File: src/rtl/halfword_packer_pkg.sv
// Package pack_pkg: types and defaults shared by the halfword packer and the
// neighbouring FSM stages.
//   state_t        : packer FSM state, 8-bit encoding shared with the other
//                    FSM stages so debug tooling reads all stages the same way
//   PAD_DEFAULT    : fill value for the lower half when a lone halfword is flushed
//   COUNT_W_DEFAULT: default width of the delivered-word counter
package pack_pkg;

  typedef enum logic [7:0] {
    S_EMPTY = 8'd0,   // no pending data
    S_HALF  = 8'd1,   // upper half latched, waiting for the lower half
    S_FULL  = 8'd2    // packed word held on outData with outValid=1
  } state_t;

  localparam logic [15:0] PAD_DEFAULT     = 16'h0000;
  localparam int          COUNT_W_DEFAULT = 16;

endpackage

File: src/rtl/halfword_packer_if.sv
// Bus bundle for the halfword packer.
//   inData/inValid/inReady : halfword stream from the upstream stage
//   flush                  : close out a dangling halfword with padding
//   outData/outValid/outReady : packed 32-bit word stream to the consumer
//   wordCount              : wrapping count of words taken by the consumer
//
// Handshake rule for both streams: a transfer happens at a rising clock edge
// exactly when valid and ready are both high. A source holding valid=1 keeps
// its data stable until the transfer; valid never waits on ready.
//
// Modports: master = the environment around the packer, slave = the packer.
interface halfword_packer_if #(
  parameter int COUNT_W = 16
);
  logic [15:0]        inData;
  logic               inValid;
  logic               inReady;
  logic               flush;
  logic [31:0]        outData;
  logic               outValid;
  logic               outReady;
  logic [COUNT_W-1:0] wordCount;

  modport master (
    output inData, inValid, flush, outReady,
    input  inReady, outData, outValid, wordCount
  );

  modport slave (
    input  inData, inValid, flush, outReady,
    output inReady, outData, outValid, wordCount
  );
endinterface

File: src/rtl/halfword_packer.sv
// halfword_packer: packs consecutive 16-bit halfwords into 32-bit words.
// The first halfword of a pair lands in outData[31:16], the second in [15:0].
// A flush while only the upper half is held completes the word with PAD.
// One output holding register; while the consumer takes every word the
// stage accepts one halfword per cycle.
// Ports:
//   clk       : rising-edge clock
//   reset     : asynchronous, active-high
//   bus       : halfword_packer_if.slave (both streams, flush, wordCount)
//   dbg_state : current FSM state, for observation only
module halfword_packer
  import pack_pkg::*;
#(
  parameter logic [15:0] PAD     = PAD_DEFAULT,
  parameter int          COUNT_W = COUNT_W_DEFAULT
) (
  input  logic                 clk,
  input  logic                 reset,
  halfword_packer_if.slave     bus,
  output state_t               dbg_state
);

  state_t             state_q, state_d;
  logic [31:0]        data_q, data_d;
  logic [COUNT_W-1:0] count_q, count_d;

  logic in_ready;
  logic out_valid;
  logic in_xfer;
  logic out_xfer;

  // outValid comes straight from the state register, so it never depends on
  // outReady. inReady may look through to outReady: a held word that leaves
  // this cycle frees the upper half for the incoming halfword.
  assign out_valid = (state_q == S_FULL);
  assign in_ready  = !reset && ((state_q != S_FULL) || bus.outReady);
  assign in_xfer   = bus.inValid && in_ready;
  assign out_xfer  = out_valid && bus.outReady;

  always_comb begin
    state_d = state_q;
    data_d  = data_q;
    count_d = count_q + {{(COUNT_W-1){1'b0}}, out_xfer};

    case (state_q)
      S_EMPTY: begin
        if (in_xfer) begin
          data_d[31:16] = bus.inData;
          state_d       = S_HALF;
        end
      end
      S_HALF: begin
        // A real halfword always wins over a simultaneous flush.
        if (in_xfer) begin
          data_d[15:0] = bus.inData;
          state_d      = S_FULL;
        end else if (bus.flush && !bus.inValid) begin
          data_d[15:0] = PAD;
          state_d      = S_FULL;
        end
      end
      S_FULL: begin
        if (out_xfer) begin
          if (in_xfer) begin
            data_d[31:16] = bus.inData;
            state_d       = S_HALF;
          end else begin
            state_d = S_EMPTY;
          end
        end
      end
      default: begin
        state_d = S_EMPTY;
      end
    endcase
  end

  always_ff @(posedge clk or posedge reset) begin
    if (reset) begin
      state_q <= S_EMPTY;
      data_q  <= 32'h0;
      count_q <= '0;
    end else begin
      state_q <= state_d;
      data_q  <= data_d;
      count_q <= count_d;
    end
  end

  assign bus.inReady   = in_ready;
  assign bus.outData   = data_q;
  assign bus.outValid  = out_valid;
  assign bus.wordCount = count_q;
  assign dbg_state     = state_q;

endmodule

File: src/flat_wrapper.sv
// flat-port wrapper written by rule: the top's interface ports become plain ports
module halfword_packer_flat import pack_pkg::*;
#(
  parameter logic [15:0] PAD     = PAD_DEFAULT,
  parameter int          COUNT_W = COUNT_W_DEFAULT
)
  (clk, reset, dbg_state, bus_inData, bus_inValid, bus_flush, bus_outReady, bus_inReady, bus_outData, bus_outValid, bus_wordCount);
  halfword_packer_if #(.COUNT_W(COUNT_W)) bus_i ();
  input  logic clk;
  input  logic reset;
  output state_t dbg_state;
  input wire logic [$bits(bus_i.inData)-1:0] bus_inData;
  input wire logic [$bits(bus_i.inValid)-1:0] bus_inValid;
  input wire logic [$bits(bus_i.flush)-1:0] bus_flush;
  input wire logic [$bits(bus_i.outReady)-1:0] bus_outReady;
  output wire logic [$bits(bus_i.inReady)-1:0] bus_inReady;
  output wire logic [$bits(bus_i.outData)-1:0] bus_outData;
  output wire logic [$bits(bus_i.outValid)-1:0] bus_outValid;
  output wire logic [$bits(bus_i.wordCount)-1:0] bus_wordCount;
  assign bus_i.inData = bus_inData;
  assign bus_i.inValid = bus_inValid;
  assign bus_i.flush = bus_flush;
  assign bus_i.outReady = bus_outReady;
  assign bus_inReady = bus_i.inReady;
  assign bus_outData = bus_i.outData;
  assign bus_outValid = bus_i.outValid;
  assign bus_wordCount = bus_i.wordCount;
  halfword_packer #(.PAD(PAD), .COUNT_W(COUNT_W)) u_core (.clk(clk), .reset(reset), .bus(bus_i), .dbg_state(dbg_state));
endmodule
File: config.mk
export PLATFORM = sky130hd
export DESIGN_NAME = halfword_packer_flat
export DESIGN_NICKNAME = d
export VERILOG_FILES = /design/src/rtl/halfword_packer_pkg.sv /design/src/rtl/halfword_packer_if.sv /design/src/rtl/halfword_packer.sv /design/src/flat_wrapper.sv
export SDC_FILE = /design/constraint.sdc
export NUM_CORES = 1
export LEC_CHECK = 0
export BUFFER_PORTS_ARGS = -buffer_cell sky130_fd_sc_hd__buf_2
export CORE_UTILIZATION = 48
export CTS_CLUSTER_SIZE = 12
export DETAILED_ROUTE_END_ITERATION = 10
export PLACE_DENSITY_LB_ADDON = 0.15
export REMOVE_ABC_BUFFERS = 1
export SLEW_MARGIN = 20
export SYNTH_ARGS = -nofsm -noshare
export SYNTH_HDL_FRONTEND = slang
export SYNTH_SLANG_ARGS = --single-unit
File: constraint.sdc
create_clock -name clk -period 2.16 [get_ports clk]
set_input_delay 0.108 -clock clk [delete_from_list [all_inputs] [get_ports clk]]
set_output_delay 0.108 -clock clk [all_outputs]
set_load 0.01 [all_outputs]
==> results.sh <==
export IMPL_final_cell_area_um2=2560
export IMPL_finalClockSkew_ns=0.00813
export IMPL_grt_start_max_net_pins=29
export IMPL_tightestPinTransition_ns=0.700
export IMPL_setup_viol=0
export IMPL_synth_compound_area_share_pct=7.87
export IMPL_grt_pass1_wl_mm=6.63
export IMPL_diodes=0
export IMPL_place_hpwl_mm=3.09
export IMPL_syn_inst=150
export IMPL_nets=252
export IMPL_fin_ws_ns=0.239
export IMPL_place_inst=270
export IMPL_drt_vias_per_instance=5.33
export IMPL_fp_dieH_um=67.1
export IMPL_drtAntennaViolNets=0
export IMPL_insertion_delay_ns=0.29
export IMPL_htree_levels=2
export IMPL_crit_path_cell_trace="nand2b_1 > inv_1 > and2_1 > ha_1 > ha_1 > and4_1 > nand3_1 > xnor2_1"
export IMPL_avgSynthCellArea_um2=13.6
export IMPL_fp_row_count=23
export IMPL_p_leak_nw=1.37
export IMPL_antenna_found_initial=0
export IMPL_postCtsSetupBuffers=0
export IMPL_power_density_nw_per_um2=1020
export IMPL_crit_buf_inv=1
export IMPL_vias=1488
export IMPL_ys_seq_area_share_pct=61.5
export IMPL_crit_top_cell="ha_1"
export IMPL_ys_warn_count=0
export IMPL_io_pins=79
export IMPL_fin_cells=279
export IMPL_cp_slowest_stage_delay_ns=0.44
export IMPL_required_ns=2.34
export IMPL_die_w_um=67.1
export IMPL_ys_ff_latch=50
export IMPL_status="complete, no violations"
export IMPL_ir_worst_vdd_mv=0.639
export IMPL_netlist_area_um2=2030
export IMPL_dpl_instance_area_um2=2440
export IMPL_synth_top_family_by_area="simple AND/OR/NAND/NOR gates"
export IMPL_clockBufferDepth=2
export IMPL_post_cts_resized=0
export IMPL_rsz0062_at_grt="no"
export IMPL_ctsRootBufferMaster="clkbuf_8"
export IMPL_synthXorXnorAreaFrac_pct=6.03
export IMPL_worstHoldPathType="primary input to flip-flop"
export IMPL_max_cap_viol_count=0
export IMPL_fmax_ghz=0.521
export IMPL_io_buffers=72
export IMPL_crit_path_top_delay_cell="dfrtp_1"
export IMPL_drc=0
export IMPL_utilization_pct=63.5
export IMPL_syn_to_final_growth_pct=25.7
export IMPL_grt_util_all_layers_pct=20.1
export IMPL_start_kind="flip-flop"
export IMPL_crit_family="simple AND/OR/NAND/NOR gates"
export IMPL_first_iter_violations=52
export IMPL_cts_buffers_inserted=5
export IMPL_layout_drive_gt1_share_pct=40.6
export IMPL_yosys_mux_area_fraction_pct=8.86
export IMPL_worstSetupPathType="flip-flop to flip-flop"
export IMPL_min_period_over_period_pct=88.9
export IMPL_first_pass_iters=4
export IMPL_cts_tree="done"
export IMPL_routed_wl_mm=4.10
export IMPL_grt_overflow=0
export IMPL_yosys_area_share_simple_pct=9.72
export IMPL_drv_slew=0
export IMPL_critPathArrivalTime_ns=2.10
export IMPL_finalCriticalPeriod_ns=1.92
export IMPL_clk_pin_slew_ns=0.09
export IMPL_core_area_um2=4030
export IMPL_place_ws_ns=0.264
export IMPL_worst_setup_path_end_kind="flip-flop"
export IMPL_mostFrequentLayoutCells="72 x buf_2, 50 x dfrtp_1, 16 x a22o_1"
export IMPL_clock_sinks=50
export IMPL_yosys_cell_types_count=27
export IMPL_grt_pass1_vias=1466
export IMPL_max_slew_margin_pct=53.3
export IMPL_start_util_pct=50.5
export IMPL_layout_commonest_cell="buf_2"
export IMPL_synth_fa_ha_area_share_pct=1.85
export IMPL_wl_per_cell_um=14.7
export IMPL_gp_congestion=0.815
export IMPL_final_hold_viol_count=0
export IMPL_worstPathMaxFanout=5
export IMPL_fin_tns_setup_ns=0
export IMPL_die_area_um2=4500
-- worst register-to-register path, delay by kind of cell, from the launching register on --
kind / cells / cell delay, ns
xor+xnor: 1 / 0.15
fa+ha+maj: 2 / 0.39
buf+inv: 1 / 0.07
flops: 1 / 0.44
simple gates: 4 / 0.75
-- sequential cells by signal, indices dropped and copies added (netlist names) --
register and flops:
u_core.bus.wordCount 16, u_core.dbg_state 2, u_core.bus.outData 32
-- layout make-up --
cell class	count	area, um^2
multi-input combinational	92	721
clock buffer	8	110
sequential	50	1250
inverter	4	15.0
fill	343	1470
tap	50	62.6
timing repair buffer	75	398
-- cell families (layout without fill, tap and decap cells) --
kind of cell	count (synthesis)	after routing
flops	50	50
simple gates	34	34
compound gates	19	19
mux	16	16
xor+xnor	14	14
buf+inv	13	87
fa+ha+maj	3	3
other cells	1	6
-- synth_stat cells --
| cell type | number | share of area (%) |
|---|---|---|
| dfrtp_1 | 50 | 62 |
| a22o_1 | 16 | 6.9 |
| mux2_1 | 9 | 5.0 |
| xnor2_1 | 9 | 3.9 |
| mux2_2 | 7 | 3.9 |
| nand3_1 | 7 | 1.7 |
| buf_4 | 6 | 2.2 |
| nor2_1 | 5 | 0.92 |
| xor2_1 | 5 | 2.2 |
| inv_1 | 4 | 0.74 |
| nand2_1 | 4 | 0.74 |
| nand4_1 | 4 | 1.2 |
| ha_1 | 3 | 1.8 |
| nor3_1 | 3 | 0.74 |
| and3_1 | 2 | 0.61 |
| buf_2 | 2 | 0.49 |
| nand2b_1 | 2 | 0.61 |
| nor2b_1 | 2 | 0.61 |
| o21ai_0 | 2 | 0.49 |
| a311o_1 | 1 | 0.49 |
| and2_1 | 1 | 0.31 |
| and4_1 | 1 | 0.43 |
| buf_6 | 1 | 0.55 |
| conb_1 | 1 | 0.18 |
| nand2b_4 | 1 | 0.68 |
| nor2_2 | 1 | 0.31 |
| nor3_4 | 1 | 0.80 |
-- repair_timing --
| action | CTS | global route |
|---|---|---|
| hold buffers | 1 | 0 |
| endpoints found under the setup margin | 0 | 0 |
| hold endpoints to repair | 22 | 0 |
-- per-stage QoR --
stage	hold slack (ns)	power, mW
2_1_floorplan	0.217	1.68
3_3_place_gp	0.175	2.00
3_5_place_dp	0.194	2.03
4_1_cts	0.0418	2.64
5_1_grt	0.0437	2.75
6_report	0.0480	2.61
-- worst paths after layout --
kind                                                          from                            endpoint  slack [ns]  cells after the start
min in group asynchronous                                    reset   u_core.bus.outData[9]$_DFFE_PP0P_        0.40                      3
worst max-delay path               u_core.dbg_state[0]$_DFFE_PP0P_  u_core.bus.wordCount[12]$_DFF_PP0_        0.24                      8
worst min register to register  u_core.bus.wordCount[15]$_DFF_PP0_  u_core.bus.wordCount[15]$_DFF_PP0_        0.48                      1
max in group asynchronous                                    reset  u_core.bus.wordCount[10]$_DFF_PP0_        1.25                      4
worst max register to register     u_core.dbg_state[0]$_DFFE_PP0P_  u_core.bus.wordCount[12]$_DFF_PP0_        0.24                      8
worst min-delay path                                 bus_inData[6]   u_core.bus.outData[6]$_DFFE_PP0P_        0.05                      2
-- routing by layer --
metal | routed length [um] | share of wire, % | vias up | track usage [%]
met2 | 2210 | 54 | 50 | 37.1
met3 | 199 | 4.9 | 8 | 4.11
li1 | - | - | 679 | -
met1 | 1630 | 40 | 751 | 22.2
met4 | 57 | 1.4 | 0 | 7.98
met5 | 0 | 0 | - | 0
-- power by group --
part	switching, mW	total, mW	internal (mW)
registers	0.147	1.32	1.17
clock network	0.282	0.605	0.323
logic	0.345	0.687	0.342
total	0.774	2.61	1.83
Power figures use the tool's default switching activity.
